$ cat src/rtl/tmr_scrub_pkg.sv
// Shared types and constants for the triplicated scrubbed register bank.
package tmr_scrub_pkg;

   typedef enum logic [1:0] {
      IDLE = 2'd0,
      FIX  = 2'd1,
      DONE = 2'd2
   } scrub_state_t;

   localparam logic [1:0] COPY_A    = 2'd0;
   localparam logic [1:0] COPY_B    = 2'd1;
   localparam logic [1:0] COPY_C    = 2'd2;
   localparam logic [1:0] COPY_NONE = 2'd3;

endpackage

$ cat src/rtl/maj3_vote.sv
// Purely combinational bitwise 2-of-3 majority voter.
module maj3_vote #(
   parameter int WIDTH = 8
) (
   input  logic [WIDTH-1:0] a,
   input  logic [WIDTH-1:0] b,
   input  logic [WIDTH-1:0] c,
   output logic [WIDTH-1:0] y
);

   assign y = (a & b) | (a & c) | (b & c);

endmodule

$ cat src/rtl/tmr_scrub_reg.sv
// Triplicated register with majority vote, disagreement detection, an
// autonomous scrub FSM that repairs corrupted copies, and fault injection.
module tmr_scrub_reg
   import tmr_scrub_pkg::*;
#(
   parameter int WIDTH = 8,
   parameter int CNT_W = 8
) (
   input  logic             clk,
   input  logic             rst,
   input  logic             wr_en,
   input  logic [WIDTH-1:0] wr_data,
   input  logic             inj_en,
   input  logic [1:0]       inj_copy,
   input  logic [WIDTH-1:0] inj_mask,
   input  logic             scrub_req,
   output logic [WIDTH-1:0] data_out,
   output logic             mismatch,
   output logic [CNT_W-1:0] err_cnt_a,
   output logic [CNT_W-1:0] err_cnt_b,
   output logic [CNT_W-1:0] err_cnt_c,
   output logic             busy,
   output logic             scrub_done
);

   logic [WIDTH-1:0] copy_a_q, copy_a_d;
   logic [WIDTH-1:0] copy_b_q, copy_b_d;
   logic [WIDTH-1:0] copy_c_q, copy_c_d;
   logic [CNT_W-1:0] cnt_a_q, cnt_a_d;
   logic [CNT_W-1:0] cnt_b_q, cnt_b_d;
   logic [CNT_W-1:0] cnt_c_q, cnt_c_d;
   scrub_state_t     state_q, state_d;
   logic [WIDTH-1:0] vote;
   logic             dis_a, dis_b, dis_c;

   maj3_vote #(.WIDTH(WIDTH)) u_vote (
      .a (copy_a_q),
      .b (copy_b_q),
      .c (copy_c_q),
      .y (vote)
   );

   assign dis_a      = (copy_a_q != vote);
   assign dis_b      = (copy_b_q != vote);
   assign dis_c      = (copy_c_q != vote);
   assign data_out   = vote;
   assign mismatch   = dis_a | dis_b | dis_c;
   assign busy       = (state_q != IDLE);
   assign scrub_done = (state_q == DONE);
   assign err_cnt_a  = cnt_a_q;
   assign err_cnt_b  = cnt_b_q;
   assign err_cnt_c  = cnt_c_q;

   function automatic logic [CNT_W-1:0] sat_inc(input logic [CNT_W-1:0] v);
      return (v == {CNT_W{1'b1}}) ? v : v + CNT_W'(1);
   endfunction

   always_comb begin
      copy_a_d = copy_a_q;
      copy_b_d = copy_b_q;
      copy_c_d = copy_c_q;
      cnt_a_d  = cnt_a_q;
      cnt_b_d  = cnt_b_q;
      cnt_c_d  = cnt_c_q;
      state_d  = state_q;

      if (wr_en) begin
         copy_a_d = wr_data;
         copy_b_d = wr_data;
         copy_c_d = wr_data;
         state_d  = IDLE;
      end else begin
         case (state_q)
            IDLE: if (mismatch || scrub_req) state_d = FIX;
            FIX: begin
               state_d = DONE;
               if (dis_a) begin copy_a_d = vote; cnt_a_d = sat_inc(cnt_a_q); end
               if (dis_b) begin copy_b_d = vote; cnt_b_d = sat_inc(cnt_b_q); end
               if (dis_c) begin copy_c_d = vote; cnt_c_d = sat_inc(cnt_c_q); end
            end
            DONE:    state_d = IDLE;
            default: state_d = IDLE;
         endcase
      end

      // Injection lands on top of the write/repair result, so it can undo a repair.
      if (inj_en) begin
         case (inj_copy)
            COPY_A:  copy_a_d = copy_a_d ^ inj_mask;
            COPY_B:  copy_b_d = copy_b_d ^ inj_mask;
            COPY_C:  copy_c_d = copy_c_d ^ inj_mask;
            default: ;
         endcase
      end
   end

   always_ff @(posedge clk) begin
      if (rst) begin
         copy_a_q <= '0;
         copy_b_q <= '0;
         copy_c_q <= '0;
         cnt_a_q  <= '0;
         cnt_b_q  <= '0;
         cnt_c_q  <= '0;
         state_q  <= IDLE;
      end else begin
         copy_a_q <= copy_a_d;
         copy_b_q <= copy_b_d;
         copy_c_q <= copy_c_d;
         cnt_a_q  <= cnt_a_d;
         cnt_b_q  <= cnt_b_d;
         cnt_c_q  <= cnt_c_d;
         state_q  <= state_d;
      end
   end

endmodule
$ cat config.mk
export PLATFORM = sky130hd
export DESIGN_NAME = tmr_scrub_reg
export DESIGN_NICKNAME = d
export VERILOG_FILES = /design/src/rtl/tmr_scrub_pkg.sv /design/src/rtl/maj3_vote.sv /design/src/rtl/tmr_scrub_reg.sv
export SDC_FILE = /design/constraint.sdc
export NUM_CORES = 1
export LEC_CHECK = 0
export CORE_ASPECT_RATIO = 1.1
export CORE_MARGIN = 4
export CORE_UTILIZATION = 54
export DETAILED_ROUTE_END_ITERATION = 8
export PLACE_DENSITY = 0.81
export SLEW_MARGIN = 15
export SYNTH_ARGS = -nofsm -noshare
export SYNTH_HDL_FRONTEND = slang
export SYNTH_HIERARCHICAL = 1
export SYNTH_SLANG_ARGS = --single-unit
$ cat constraint.sdc
create_clock -name clk -period 2.77 [get_ports clk]
set_input_delay 0.554 -clock clk [delete_from_list [all_inputs] [get_ports clk]]
set_output_delay 0.554 -clock clk [all_outputs]
set_load 0.03 [all_outputs]
### Word level (Yosys, flattened, before mapping)

Index checks and enable logic that the tools add are counted.

* bits in registers: 50
* latch bits: 0
* memory bits (writable): 0
* memory bits (read-only): 0
* bits of input ports: 23
* output and inout port bits: 35
* logic and storage cells: 60
* memories kept: 0

* add/subtract/negate cells: 3
* multipliers: 0
* div/mod/pow operators: 0
* order comparisons: 0
* equality and inequality tests: 11
* shift-type cells: 0
* mux-type cells: 17
* bitwise gates (word level): 14
* reduce and logical (&&, ||, !) cells: 8

Operators with widths (number)
* $mux 8: 15
* $add 8x1->8 const B: 3
* $and 8x8->8: 3
* $eq 8x8->1 const B: 3
* $ne 8x8->1: 3
* $xor 8x8->8: 3
* $or 8x8->8: 2
* $reduce_and 4->1: 3
* $eq 2x1->1 const B: 2
* $eq 2x2->1 const B: 2
* $logic_not 2->1: 2
* $not 1->1: 4
* $pmux 2 s2: 1
* $mux 2: 1
* $ne 2x2->1 const B: 1
* $or 1x1->1: 2
* $reduce_bool 2->1: 1
* $reduce_or 2->1: 1
* $logic_or 1x1->1: 1

### Depth between registers and ports, before layout

* depth after elaboration: 10
* depth in mapped cells: 8
* mapped depth without buffers: 6

### Hierarchy

The synthesis kept the hierarchy.

Modules (own cells, without submodules)
* tmr_scrub_reg: times used 1, cells an instance 416, area an instance 3316.9 µm², sequential area each 1001.0 µm²
* maj3_vote: times used 1, cells an instance 8, area an instance 90.1 µm², sequential area each 0.0 µm²

### Least setup slack after synthesis

OpenSTA, ideal clock, no wires.

* path kind: register to output
* from: register copy_c_q[7]
* to: output port mismatch
* data arrival time: 1980 ps
* data required time: 2216 ps
* setup slack: 236 ps
* stages on the path, launching flop included: 7
* path buffers: 1
* cells stage by stage: dfxtp_1 maj3_2 xor2_1 nor4_1 buf_4 nand2_1 or3_1

* longest elaborated chain between the ends: 6
* elaborated cells on any way between the ends: 9
* classes of those cells: eq/ne: 3; bitwise: 6

Ends and longest elaborated chain
* from (decl): RTL line tmr_scrub_reg.sv:28 `logic [WIDTH-1:0] copy_c_q, copy_c_d;`
* from (signal assigned): RTL line tmr_scrub_reg.sv:109 `copy_c_q <= copy_c_d;`
* $and 8x8->8: RTL line maj3_vote.sv:11 `assign y = (a & b) | (a & c) | (b & c);`
* $or 8x8->8: RTL line maj3_vote.sv:11
* $or 8x8->8 (*): RTL line maj3_vote.sv:11
* via data_out[7]: RTL line tmr_scrub_reg.sv:17 `output logic [WIDTH-1:0] data_out,`
* $ne 8x8->1, on equally long branches: RTL line tmr_scrub_reg.sv:43, tmr_scrub_reg.sv:44
* $or 1x1->1: RTL line tmr_scrub_reg.sv:47 `assign mismatch = dis_a | dis_b | dis_c;`
* $or 1x1->1 (*): RTL line tmr_scrub_reg.sv:47
* to (decl): RTL line tmr_scrub_reg.sv:18 `output logic mismatch,`

Mark *: on every way through the listed nets, which the timed path passes. The rest lies on a longest branch.

### Final worst setup path

* from: register copy_b_q[0]
* to: output port mismatch

* longest elaborated chain between the ends: 6
* elaborated cells on any way between the ends: 9
* classes of those cells: eq/ne: 3; bitwise: 6

Ends and longest elaborated chain
* from (decl): RTL line tmr_scrub_reg.sv:27 `logic [WIDTH-1:0] copy_b_q, copy_b_d;`
* from (signal assigned): RTL line tmr_scrub_reg.sv:108 `copy_b_q <= copy_b_d;`
* $and 8x8->8: RTL line maj3_vote.sv:11
* $or 8x8->8 (2 in a row): RTL line maj3_vote.sv:11
* $ne 8x8->1, on equally long branches: RTL line tmr_scrub_reg.sv:43, tmr_scrub_reg.sv:44
* $or 1x1->1: RTL line tmr_scrub_reg.sv:47
* $or 1x1->1 (*): RTL line tmr_scrub_reg.sv:47

Mark *: on every way between the ends. The rest lies on a longest branch, timed or not.

==> impl_metrics.csv <==
group,metric,value,unit
status,outcome,"complete, but fails checks",
status,violations,"negative setup slack",
logic_synthesis,yosys_register_bits,50,
logic_synthesis,syn_avg_cell_area,8.04,µm²
finish,layoutNonFillerInstCount,602,
die,rows,30,
logic_synthesis,synthesis.area,3410,µm²
pwr,ir_drop,0.367,mV
route,firstDrtPassIters,5,
route,antenna_left,0,
logic_synthesis,synth-edff-count,0,
hold_path,hold_start,"err_cnt_c[1]$_SDFFE_PP0P_",
logic_synthesis,synth_fp_nets,450,
logic_synthesis,yosys.area.top_type,"dfxtp_1",
logic_synthesis,synth.area.top_cells,"dfxtp_1 (29%), nor2_1 (6.8%), xor2_1 (6.7%)",
route,drtIter0Drc,302,
clock_network,hold_buffers,0,
clock_network,clock_latency,0.31,ns
die,io_pins,58,
die,start_util,55.3,%
pwr,leakagePower,1.82,nW
route,via_count,3625,
global_route,grt_util_all_layers,26.1,%
critical_path,cp-end-kind,"output pin",
critical_path,r2r_end,"copy_a_q[6]$_SDFF_PP0_",
critical_path,cpMaxStageDelayCell,"or3_4",
critical_path,crit_type,"flop to output pin",
route,avgRoutedWirePerCell,17.4,µm
logic_synthesis,synth-main-ff-cell,"dfxtp_1",
critical_path,cp_slowest_stage_delay,0.42,ns
timing,fmax,0.353,GHz
critical_path,r2r_slack,0.13,ns
clock_network,cts_root_buffer,"clkbuf_8",
timing,relSlewSlack,39.8,%
placement,io_buffers,57,
global_route,gr-usage-met3,4.17,%
global_route,grt_pass1_wl,16300,µm
critical_path,crit_fanout,4,
placement,placedCellCount,586,
logic_synthesis,synth_top_area_share,29.4,%
global_route,grt_pass1_vias,3528,
critical_path,cp.arrival,2.28,ns
finish,drive_gt1_share,23.4,%
pwr,clkPwrFrac,23.7,%
hold_path,hold_path_end,"err_cnt_c[1]$_SDFFE_PP0P_",
route,vias_per_cell,6.02,
critical_path,worstSetupStartpointType,"flop",
pwr,power.switching,0.767,mW
die,fp.dieArea,7650,µm²
die,die_y,91.3,µm
pwr,p_comb_share,40.4,%
critical_path,reg2regPathDepth,8,
timing,min_period_over_period,102,%
logic_synthesis,ys_types,40,
pwr,total_power,2.19,mW
logic_synthesis,yosys_warnings,6,
pwr,seqPwrFrac,35.9,%
placement,hpwlAfterDp,7050,µm
critical_path,crit_chain,"maj3_2 -> xor2_2 -> nor4_2 -> nand2_1 -> or3_4 -> buf_6",
die,die_x,83.7,µm
placement,dp_slack,-0.229,ns
finish,fin_nets,547,
logic_synthesis,ys_seq_area_share,29.4,%
critical_path,timing.rr.start,"copy_c_q[3]$_SDFF_PP0_",
timing,final-max-slew-violation-count,0,
timing,finalWorstSetupSlack,-0.0610,ns
clock_network,clock_path_buffers,2,
clock_network,ctsHtreeMaxLevel,2,
placement,globalplace.congestion,0.891,
logic_synthesis,postSynthCellCount,424,
timing,finalSetupViolCount,1,
pwr,cellPowerDensity,474,nW/µm²
global_route,grt_max_degree,57,
finish,antennaDiodeCount,0,
timing,fin_crit,2.83,ns
timing,finalHoldViolCount,0,
job,maxCapViolCount,0,
logic_synthesis,ys_async_sr_fraction,0,%
critical_path,cp.required,2.22,ns
route,drc,0,
timing,skew,0.00812,ns
finish,syn_to_final_growth,35.8,%
timing,worst_slew_pin_slew,0.902,ns
clock_network,cts_sinks,50,
route,wl,10500,µm
pwr,power.internal,1.43,mW
timing,rsz0062_at_grt,"yes",
pwr,swShare,35.0,%
clock_network,clkTransAtPathRegs,0.09,ns
global_route,gr-usage-met1,29.4,%
hold_path,whs_path_depth,2,
die,coreArea,6160,µm²
hold_path,hold_class,"flop to flop",
timing,hold_ws,0.507,ns
clock_network,cts_buffers,5,
global_route,grt_busiest_layer,"met2",
global_route,antenna_found_initial,0,
finish,nFillCells,465,
global_route,grt_util_met2,46.0,%
clock_network,cts_tree,"built",
global_route,grt-ovfl-total,0,
[cell type report]
cell class | instances | area [µm²] | area share, %
multi-input cells | 343 | 2370 | 51.1
clock inverters | 3 | 40.0 | 0.865
clock buffers | 5 | 68.8 | 1.49
well taps | 80 | 100 | 2.16
repair buffers | 118 | 1040 | 22.4
inverters | 3 | 11.3 | 0.243
flip-flops and latches | 50 | 1000 | 21.7
[sequential cells by signal, summed over array words and instances, names as in the netlist]
name	flops
err_cnt_c	8
copy_c_q	8
copy_a_q	8
copy_b_q	8
state_q	2
err_cnt_a	8
err_cnt_b	8
[worst max-delay path by stage]
stage | end | from | slack (ns)
2_1_floorplan | mismatch | copy_c_q[7]$_SDFF_PP0_ | 0.24
3_3_place_gp | mismatch | copy_c_q[2]$_SDFF_PP0_ | -0.12
3_5_place_dp | mismatch | copy_c_q[3]$_SDFF_PP0_ | -0.23
4_1_cts | mismatch | copy_b_q[0]$_SDFF_PP0_ | 0.0009
5_1_grt | mismatch | copy_b_q[0]$_SDFF_PP0_ | -0.13
6_report | mismatch | copy_b_q[0]$_SDFF_PP0_ | -0.06
[kinds of logic after synthesis]
family | share of synthesized area (%)
buffers and inverters | 4.63
adders and majority gates | 3.75
muxes | 8.70
and+or+nand+nor | 25.5
AOI/OAI and AO/OA | 20.3
DFF | 29.4
xor gates and xnor gates | 7.71
[worst max-delay path: cells and delay by family (launching register included)]
kind	cells	cell delay [ns]
xor gates and xnor gates	1	0.18
adders and majority gates	1	0.39
buffers and inverters	1	0.15
DFF	1	0.34
and+or+nand+nor	3	0.91
[synth_stat cells (2+ instances only)]
library cell / count
nand4_1: 3
a211oi_2: 8
ha_1: 3
buf_4: 4
nand2b_1: 10
buf_2: 3
nor3_1: 17
inv_1: 3
mux2_4: 7
maj3_2: 8
dfxtp_1: 50
buf_6: 3
mux2_2: 7
mux2i_1: 9
nor4_1: 12
xnor2_1: 4
clkbuf_1: 18
nand2_1: 20
a211oi_1: 18
a21o_4: 2
nor2b_1: 10
or2_2: 2
a21oi_1: 43
a21o_1: 3
o31ai_1: 7
or3_1: 17
or4_1: 7
nand3_1: 12
nor2_1: 62
mux2_1: 2
o21ai_0: 9
o21bai_1: 8
xor2_1: 26
[cell usage in the layout (no fill, tap or decap), types with 4 or more instances in the layout]
| master | Yosys | routed |
|---|---|---|
| dfxtp_1 | 50 | 48 |
| a211oi_1 | 18 | 18 |
| clkbuf_8 | 0 | 5 |
| nand3_1 | 12 | 12 |
| nor4_1 | 12 | 6 |
| xor2_1 | 26 | 21 |
| xnor2_1 | 4 | 4 |
| buf_4 | 4 | 60 |
| or4_1 | 7 | 7 |
| xor2_2 | 0 | 4 |
| maj3_2 | 8 | 8 |
| mux2_2 | 7 | 7 |
| mux2_4 | 7 | 7 |
| nand2_1 | 20 | 20 |
| a211oi_2 | 8 | 8 |
| nand2b_1 | 10 | 10 |
| clkdlybuf4s50_1 | 0 | 55 |
| or3_1 | 17 | 16 |
| nor2_1 | 62 | 62 |
| nor3_1 | 17 | 17 |
| o31ai_1 | 7 | 7 |
| mux2i_1 | 9 | 9 |
| o21bai_1 | 8 | 8 |
| o21ai_0 | 9 | 9 |
| a21oi_1 | 43 | 43 |
| nor2b_1 | 10 | 10 |
[stage by stage]
step	TNS, ns	cell area, µm²	util (%)
after global placement	-0.117	4320	70.2
after detailed placement	-0.229	4320	70.2
after global routing	-0.132	4630	75.2
after CTS	0	4530	73.6
after floorplan	0	3410	-
final	-0.0610	4630	75.2
[what timing repair did]
item	4_1_cts	5_1_grt
setup buffers	2	7
cloned	0	0
hold endpoints to repair	0	0
setup endpoints to repair	1	1
resized for setup	21	4
pin swaps	13	9
[power by group through the flow]
stage / clock network [mW] / registers, mW / logic (mW)
floorplan: 0 / 0.815 / 0.430
global placement: 0 / 0.798 / 0.737
detailed placement: 0 / 0.803 / 0.752
CTS: 0.517 / 0.787 / 0.801
global route: 0.550 / 0.792 / 0.926
finish: 0.519 / 0.788 / 0.888
[per-layer routing]
| metal | wire length (µm) | vias up | share of wire, % |
|---|---|---|---|
| met1 | 4060 | 1684 | 39 |
| met5 | 0 | - | 0 |
| met4 | 670 | 0 | 6.4 |
| met2 | 5100 | 162 | 49 |
| li1 | - | 1715 | - |
| met3 | 648 | 64 | 6.2 |
Note: power is estimated with default switching activity, not from simulation.
